==> src/rtl/threshold_segmenter.sv <==
// Energy-triggered segmenter: keeps a pre-trigger ring of samples, opens a segment with
// hysteresis, replays the history oldest-first, then streams live samples until quiet or max length.
module threshold_segmenter #(
   parameter int unsigned CHANNELS        = 4,
   parameter int unsigned SAMPLE_WIDTH    = 16,
   parameter int unsigned PRE_DEPTH_INDEX = 4,
   parameter logic [31:0] ON_THRESHOLD    = 32'h0002_0000,
   parameter logic [31:0] OFF_THRESHOLD   = 32'h0001_0000,
   parameter int unsigned QUIET_LEN       = 8,
   parameter int unsigned MAX_LEN         = 256,
   parameter int unsigned LEN_WIDTH       = 9
) (
   input  logic                             clk,
   input  logic                             rst_n,
   input  logic                             cut_en,
   input  logic                             sample_vld,
   input  logic [CHANNELS*SAMPLE_WIDTH-1:0] sample_data,
   output logic                             sample_rdy,
   output logic                             transmit_vld,
   output logic [CHANNELS*SAMPLE_WIDTH-1:0] transmit_data,
   output logic                             transmit_last,
   input  logic                             transmit_rdy,
   output logic                             segment_active,
   output logic [15:0]                      segment_count
);

   localparam int unsigned DATA_WIDTH = CHANNELS * SAMPLE_WIDTH;
   localparam int unsigned ENERGY_W   = 2 * SAMPLE_WIDTH + $clog2(CHANNELS);
   localparam int unsigned PRE_DEPTH  = 2 ** PRE_DEPTH_INDEX;
   localparam int unsigned QW         = $clog2(QUIET_LEN + 1);

   localparam logic [ENERGY_W-1:0]      ON_E      = ENERGY_W'(ON_THRESHOLD);
   localparam logic [ENERGY_W-1:0]      OFF_E     = ENERGY_W'(OFF_THRESHOLD);
   localparam logic [QW-1:0]            QUIET_END = QW'(QUIET_LEN);
   localparam logic [LEN_WIDTH-1:0]     LEN_END   = LEN_WIDTH'(MAX_LEN);
   localparam logic [PRE_DEPTH_INDEX:0] FILL_FULL = {1'b1, {PRE_DEPTH_INDEX{1'b0}}};

   typedef enum logic [1:0] {IDLE, DRAIN, LIVE, CLOSE} state_e;

   state_e                     state_q;
   logic                       up_q;
   logic [DATA_WIDTH-1:0]      ring_q [PRE_DEPTH];
   logic [PRE_DEPTH_INDEX-1:0] wr_ptr_q, rd_ptr_q;
   logic [PRE_DEPTH_INDEX:0]   fill_q, fill_d;
   logic [LEN_WIDTH-1:0]       len_q, len_d;
   logic [QW-1:0]              quiet_q, quiet_d;
   logic                       tvld_q, tlast_q, active_q;
   logic [DATA_WIDTH-1:0]      tdata_q;
   logic [15:0]                seg_cnt_q;

   logic [ENERGY_W-1:0]             energy;
   logic signed [SAMPLE_WIDTH-1:0]  chan;
   logic signed [2*SAMPLE_WIDTH-1:0] square;
   logic out_free, in_fire, ring_wr, trigger, last_d;

   // NOTE: every variable driven here gets a default first, so no path can infer a latch.
   always_comb begin
      energy = '0;
      chan   = '0;
      square = '0;
      for (int c = 0; c < int'(CHANNELS); c++) begin
         chan   = sample_data[c*SAMPLE_WIDTH +: SAMPLE_WIDTH];
         square = chan * chan;
         energy = energy + ENERGY_W'($unsigned(square));
      end
   end

   // up_q keeps sample_rdy low while reset is held and for the edge that releases it
   assign out_free   = !tvld_q || transmit_rdy;
   assign sample_rdy = (state_q == IDLE) ? up_q : ((state_q == LIVE) && out_free);
   assign in_fire    = sample_vld && sample_rdy;
   assign ring_wr    = in_fire && (state_q == IDLE) && cut_en;
   assign trigger    = ring_wr && (energy >= ON_E);

   assign fill_d  = (fill_q == FILL_FULL) ? fill_q : fill_q + 1'b1;
   assign len_d   = len_q + 1'b1;
   assign quiet_d = (energy < OFF_E) ? quiet_q + 1'b1 : '0;
   assign last_d  = (quiet_d == QUIET_END) || (len_d == LEN_END);

   // NOTE: the history ring is plain storage and carries no reset; fill_q alone says which entries are valid.
   always_ff @(posedge clk) begin
      if (ring_wr) ring_q[wr_ptr_q] <= sample_data;
   end

   // NOTE: sequential state uses non-blocking assignments only, so every register samples pre-edge values.
   always_ff @(posedge clk or negedge rst_n) begin
      if (!rst_n) begin
         state_q   <= IDLE;
         up_q      <= 1'b0;
         wr_ptr_q  <= '0;
         rd_ptr_q  <= '0;
         fill_q    <= '0;
         len_q     <= '0;
         quiet_q   <= '0;
         tvld_q    <= 1'b0;
         tlast_q   <= 1'b0;
         tdata_q   <= '0;
         active_q  <= 1'b0;
         seg_cnt_q <= '0;
      end else begin
         up_q <= 1'b1;
         unique case (state_q)
            IDLE: begin
               if (!cut_en) begin
                  fill_q <= '0;
               end else if (ring_wr) begin
                  wr_ptr_q <= wr_ptr_q + 1'b1;
                  fill_q   <= fill_d;
                  if (trigger) begin
                     // oldest valid entry, counted back from the slot after the trigger
                     rd_ptr_q <= wr_ptr_q + 1'b1 - fill_d[PRE_DEPTH_INDEX-1:0];
                     active_q <= 1'b1;
                     state_q  <= DRAIN;
                  end
               end
            end
            DRAIN: begin
               if (out_free) begin
                  tvld_q   <= 1'b1;
                  tdata_q  <= ring_q[rd_ptr_q];
                  tlast_q  <= 1'b0;
                  rd_ptr_q <= rd_ptr_q + 1'b1;
                  len_q    <= len_d;
                  if (len_d == LEN_WIDTH'(fill_q)) state_q <= LIVE;
               end
            end
            LIVE: begin
               if (in_fire) begin
                  tvld_q  <= 1'b1;
                  tdata_q <= sample_data;
                  tlast_q <= last_d;
                  len_q   <= len_d;
                  quiet_q <= quiet_d;
                  if (last_d) state_q <= CLOSE;
               end else if (transmit_rdy) begin
                  tvld_q <= 1'b0;
               end
            end
            CLOSE: begin
               if (tvld_q && transmit_rdy) begin
                  tvld_q    <= 1'b0;
                  tlast_q   <= 1'b0;
                  seg_cnt_q <= seg_cnt_q + 1'b1;
                  fill_q    <= '0;
                  len_q     <= '0;
                  quiet_q   <= '0;
                  active_q  <= 1'b0;
                  state_q   <= IDLE;
               end
            end
            default: state_q <= IDLE;
         endcase
      end
   end

   assign transmit_vld   = tvld_q;
   assign transmit_data  = tdata_q;
   assign transmit_last  = tlast_q;
   assign segment_active = active_q;
   assign segment_count  = seg_cnt_q;

endmodule

==> config.mk <==
export PLATFORM = sky130hd
export DESIGN_NAME = threshold_segmenter
export DESIGN_NICKNAME = d
export VERILOG_FILES = /design/src/rtl/threshold_segmenter.sv
export SDC_FILE = /design/constraint.sdc
export NUM_CORES = 2
export LEC_CHECK = 0
export BUFFER_PORTS_ARGS = -buffer_cell sky130_fd_sc_hd__buf_4
export CORE_ASPECT_RATIO = 1.5
export CORE_MARGIN = 2
export CORE_UTILIZATION = 60
export DETAILED_ROUTE_END_ITERATION = 10
export PLACE_DENSITY = 0.83
export SLEW_MARGIN = 15
export SYNTH_ARGS = -nofsm -noshare
export SYNTH_HDL_FRONTEND = slang
export SYNTH_SLANG_ARGS = --single-unit
==> constraint.sdc <==
create_clock -name clk -period 10.65 [get_ports clk]
set_input_delay 2.6625 -clock clk [delete_from_list [all_inputs] [get_ports clk]]
set_output_delay 2.6625 -clock clk [all_outputs]
set_load 0.03 [all_outputs]
==> results.txt <==
- The first detailed-routing pass ran for 10 iterations.
* Instance area at placement: between 90000 and 100000 µm²
- The root buffer cell chosen for the clock tree is sky130_fd_sc_hd__clkbuf_16.
- The worst register-to-register path has a setup slack of slightly below 5 ns.
- The number of hold-slack violations in the final timing report came to 0.
- Setup violations remaining at the end of the flow were counted as 12.
- Wire length per cell after detailed routing: approximately 27 µm
- The first global-routing pass estimated 370000 µm of wire.
- Horiz. Die Dim: between 300 and 400 µm
* Top area cells in the synthesized netlist: sky130_fd_sc_hd__edfxtp_1 (37%), sky130_fd_sc_hd__fa_1 (25%), sky130_fd_sc_hd__mux4_2 (8.7%)
- Required time of the critical path: between 10 and 15 ns
- Final instance area: between 90000 and 100000 µm²
* Syn_area_per_cell: around 13 µm²
- The run finished, with violations left.
- Clock-pin slew was measured on the worst setup and hold paths at ~0.090 ns.
- Number of enable-type register cells in the synthesized netlist: ~1000
* Post-synthesis cell count: ~6300
* Most frequently used flop master after synthesis: sky130_fd_sc_hd__edfxtp_1
* CP arrival: between 10 and 15 ns
* Combined global-route utilization of all metal layers: between 30% and 40%
- The share of the Yosys chip area taken by registers is 40.5%.
- CTS saw 1136 sinks.
- Count leader, synth: sky130_fd_sc_hd__inv_1
- At the end of routability-driven placement, the weighted congestion stood at between 0.9 and 1.
- GR Layer Usage met3: around 6.6%
- Final WS setup: -1.29 ns
- TritonCTS clock tree: done
- Counting every net in the synthesized netlist gives 7802.
* Initial cell density of the core: 60.2%
- The die covers 141000 µm².
- Critical path launch point: sample_data[24]
- DRT Wirelength: around 250000 µm
* Count of nets left with antenna violations after detail routing: 0
* Met1 track utilization from global routing: 39.3%
* Final nets: between 8000 and 9000
- Number of levels the H-tree was split into: 3
* Via count of the first global-routing pass: approximately 63000
- The worst setup path is launched from an input pin.
* Cts bufs inserted: a little over 80
- Syn Std Cell Area: slightly above 80000 µm²
- The final route contains slightly below 60000 vias.
* Global-route congestion overflow total: 0
- The slowest stage of the critical path belongs to the cell sky130_fd_sc_hd__fa_1.
- Area taken by flip-flops and latches: around 34000 µm²
- Crit path max fanout: 10
* Most frequent CP cell: sky130_fd_sc_hd__fa_1
- Using the TritonRoute via totals, the vias-per-cell ratio works out to 6.28.
* CP endpoint kind: register
- Most numerous cell types in the synthesized netlist: sky130_fd_sc_hd__inv_1 (1374), sky130_fd_sc_hd__edfxtp_1 (1024), sky130_fd_sc_hd__fa_1 (1015)
* Worst-case clock buffer depth: 3
- During synthesis, Yosys emitted a total of 0 warnings.
* Met2 routing resource usage after global routing: 61.2%
* Worst stage delay on the critical path: ~0.60 ns
* Worst min-delay path category: reg -> reg
- The area growth from synthesis to layout is 18.1%.
- The smallest clock period supported by the final layout is computed as around 12 ns.
- For this block, the initial DRC count from the detailed router was ~6700.
- DP HPWL: about 160000 µm
- Unrepaired setup endpoints after global routing: true
- The worst pin sits at a relative slew slack of a little over a fifth.
- Clock Latency Late Sink: slightly below 0.7 ns
- Entering global routing, the biggest net connects 155 pins.
- During I/O placement, the number of pins put on the boundary was 153.
* Worst setup path class: in -> reg
* Violations in the final reports: setup timing
- The layout has slightly above 8000 filler cells.
- Die height: 459 µm
* Number of library cell types mapped by synthesis: 83
- Number of buffers inserted for hold repair after clock tree synthesis: 0
- The initial antenna violation count is 11.
- Setup clock skew after layout: 0.0213 ns
- Final total negative setup slack: -13.38 ns
* Yosys top cell area share: 37.1%
* Share of cells above drive strength 1: between 20% and 30%
- Core area: about 140000 µm²
* Count of maximum capacitance violations: 0
* Floorplan row count: 167
- The worst path uses 112% of the clock period.
- Layer with the highest usage: met2
- In the routed design, unresolved DRC markers number 0.
* Post-synthesis async set-or-reset flop share: 9.86%
- The startpoint identified for the worst register-to-register timing path is state_q[0]$_DFFE_PN0P_.
* Port buffer count: roughly 150
- Prior to clock tree synthesis, the placed netlist has a worst setup slack of -2.11 ns.
- Summing all multi-input logic gate instances after layout gives between 40000 and 50000 µm².
- Static timing analysis puts the maximum clock frequency at between 0.08 and 0.09 GHz.
- The startpoint identified for the worst hold timing path is segment_count[15]$_DFFE_PN0P_.
- Cells fill 71.1% of the core in the end.
- The max-slew violation count was 0.
* Most area-hungry cell type in the Yosys netlist: sky130_fd_sc_hd__edfxtp_1
* Number of synthesized register bits: between 1000 and 1500
- At the pin with the least slew margin, the transition time is between 1 and 1.5 ns.
==> sequential cells by signal (all words and copies together) (netlist names) <==
register / count
ring_q: 1024
up_q: 1
rd_ptr_q: 4
len_q: 9
transmit_vld: 1
state_q: 2
fill_q: 5
segment_count: 16
segment_active: 1
quiet_q: 4
transmit_data: 64
wr_ptr_q: 4
transmit_last: 1
==> critical path, delay by kind of cell <==
kind                     cells  cell delay, ns
buffers and inverters       16            1.96
adder cells (fa/ha/maj)     10            4.53
XOR/XNOR                     1            0.18
AND/OR/NAND/NOR              8            1.16
AO/OA/AOI/OAI               11            2.04
==> logic make-up after synthesis <==
logic type      Yosys count  share of synthesized area, %
mux                     398                          9.65
fa+ha+maj              1408                          30.5
other cells               1                       0.00453
flops                  1136                          40.5
simple gates           1100                          6.31
xor+xnor                194                          2.05
buf+inv                1587                          7.21
compound gates          501                          3.77
==> layout make-up <==
type | instances | share of cell area [%]
Timing Repair Buffer | 1172 | 9.51
Clock buffer | 101 | 2.31
Inverter | 1376 | 5.29
Tap cell | 1774 | 2.27
Sequential cell | 1136 | 34.3
Multi-Input combinational cell | 3602 | 45.7
Antenna cell | 6 | 0.0154
Clock inverter | 50 | 0.543
==> per-layer routing <==
metal  share of wire, %  wire length [µm]
met4                9.4             23300
met1                 30             75400
met2                 50            125000
met5              0.025                62
met3                 10             25500
==> per-stage QoR <==
step	hold WS, ns	cells
6_report	0.479	9217
3_3_place_gp	0.468	9013
2_1_floorplan	0.469	6325
4_1_cts	0.481	9191
5_1_grt	0.496	9215
3_5_place_dp	0.469	9013
==> worst paths after layout <==
kind | endpoint | cells past startpoint
max in group asynchronous | transmit_data[8]$_DFFE_PN0P_ | 2
min reg2reg | segment_count[15]$_DFFE_PN0P_ | 1
max reg2reg | ring_q[1][24]$_DFFE_PP_ | 9
max | rd_ptr_q[3]$_DFFE_PN0P_ | 46
min in group asynchronous | transmit_data[33]$_DFFE_PN0P_ | 1
min | segment_count[15]$_DFFE_PN0P_ | 1
==> what timing repair did <==
action                     4_1_cts  5_1_grt
setup endpoints to repair       12       12
hold endpoints to repair         0        0
gates cloned                     1        0
resized for setup              213      121
pin swaps                       84       92
setup buffers                   27       21
==> cells in the final DEF, fill, tap and decap left out, types with 57 or more instances in the layout <==
| master | n |
|---|---|
| sky130_fd_sc_hd__o21ai_0 | 68 |
| sky130_fd_sc_hd__xnor2_1 | 128 |
| sky130_fd_sc_hd__nand2_1 | 381 |
| sky130_fd_sc_hd__a21oi_1 | 167 |
| sky130_fd_sc_hd__clkbuf_16 | 85 |
| sky130_fd_sc_hd__and2_1 | 176 |
| sky130_fd_sc_hd__mux2i_1 | 73 |
| sky130_fd_sc_hd__nor2_1 | 208 |
| sky130_fd_sc_hd__inv_1 | 1348 |
| sky130_fd_sc_hd__dfrtp_1 | 108 |
| sky130_fd_sc_hd__ha_1 | 361 |
| sky130_fd_sc_hd__buf_4 | 1093 |
| sky130_fd_sc_hd__mux4_2 | 320 |
| sky130_fd_sc_hd__xor2_1 | 57 |
| sky130_fd_sc_hd__fa_1 | 993 |
| sky130_fd_sc_hd__edfxtp_1 | 1024 |
Power is left out: the tool's default activity adds up to more than one toggle a clock period on the data nets, which glitch-free logic cannot reach.
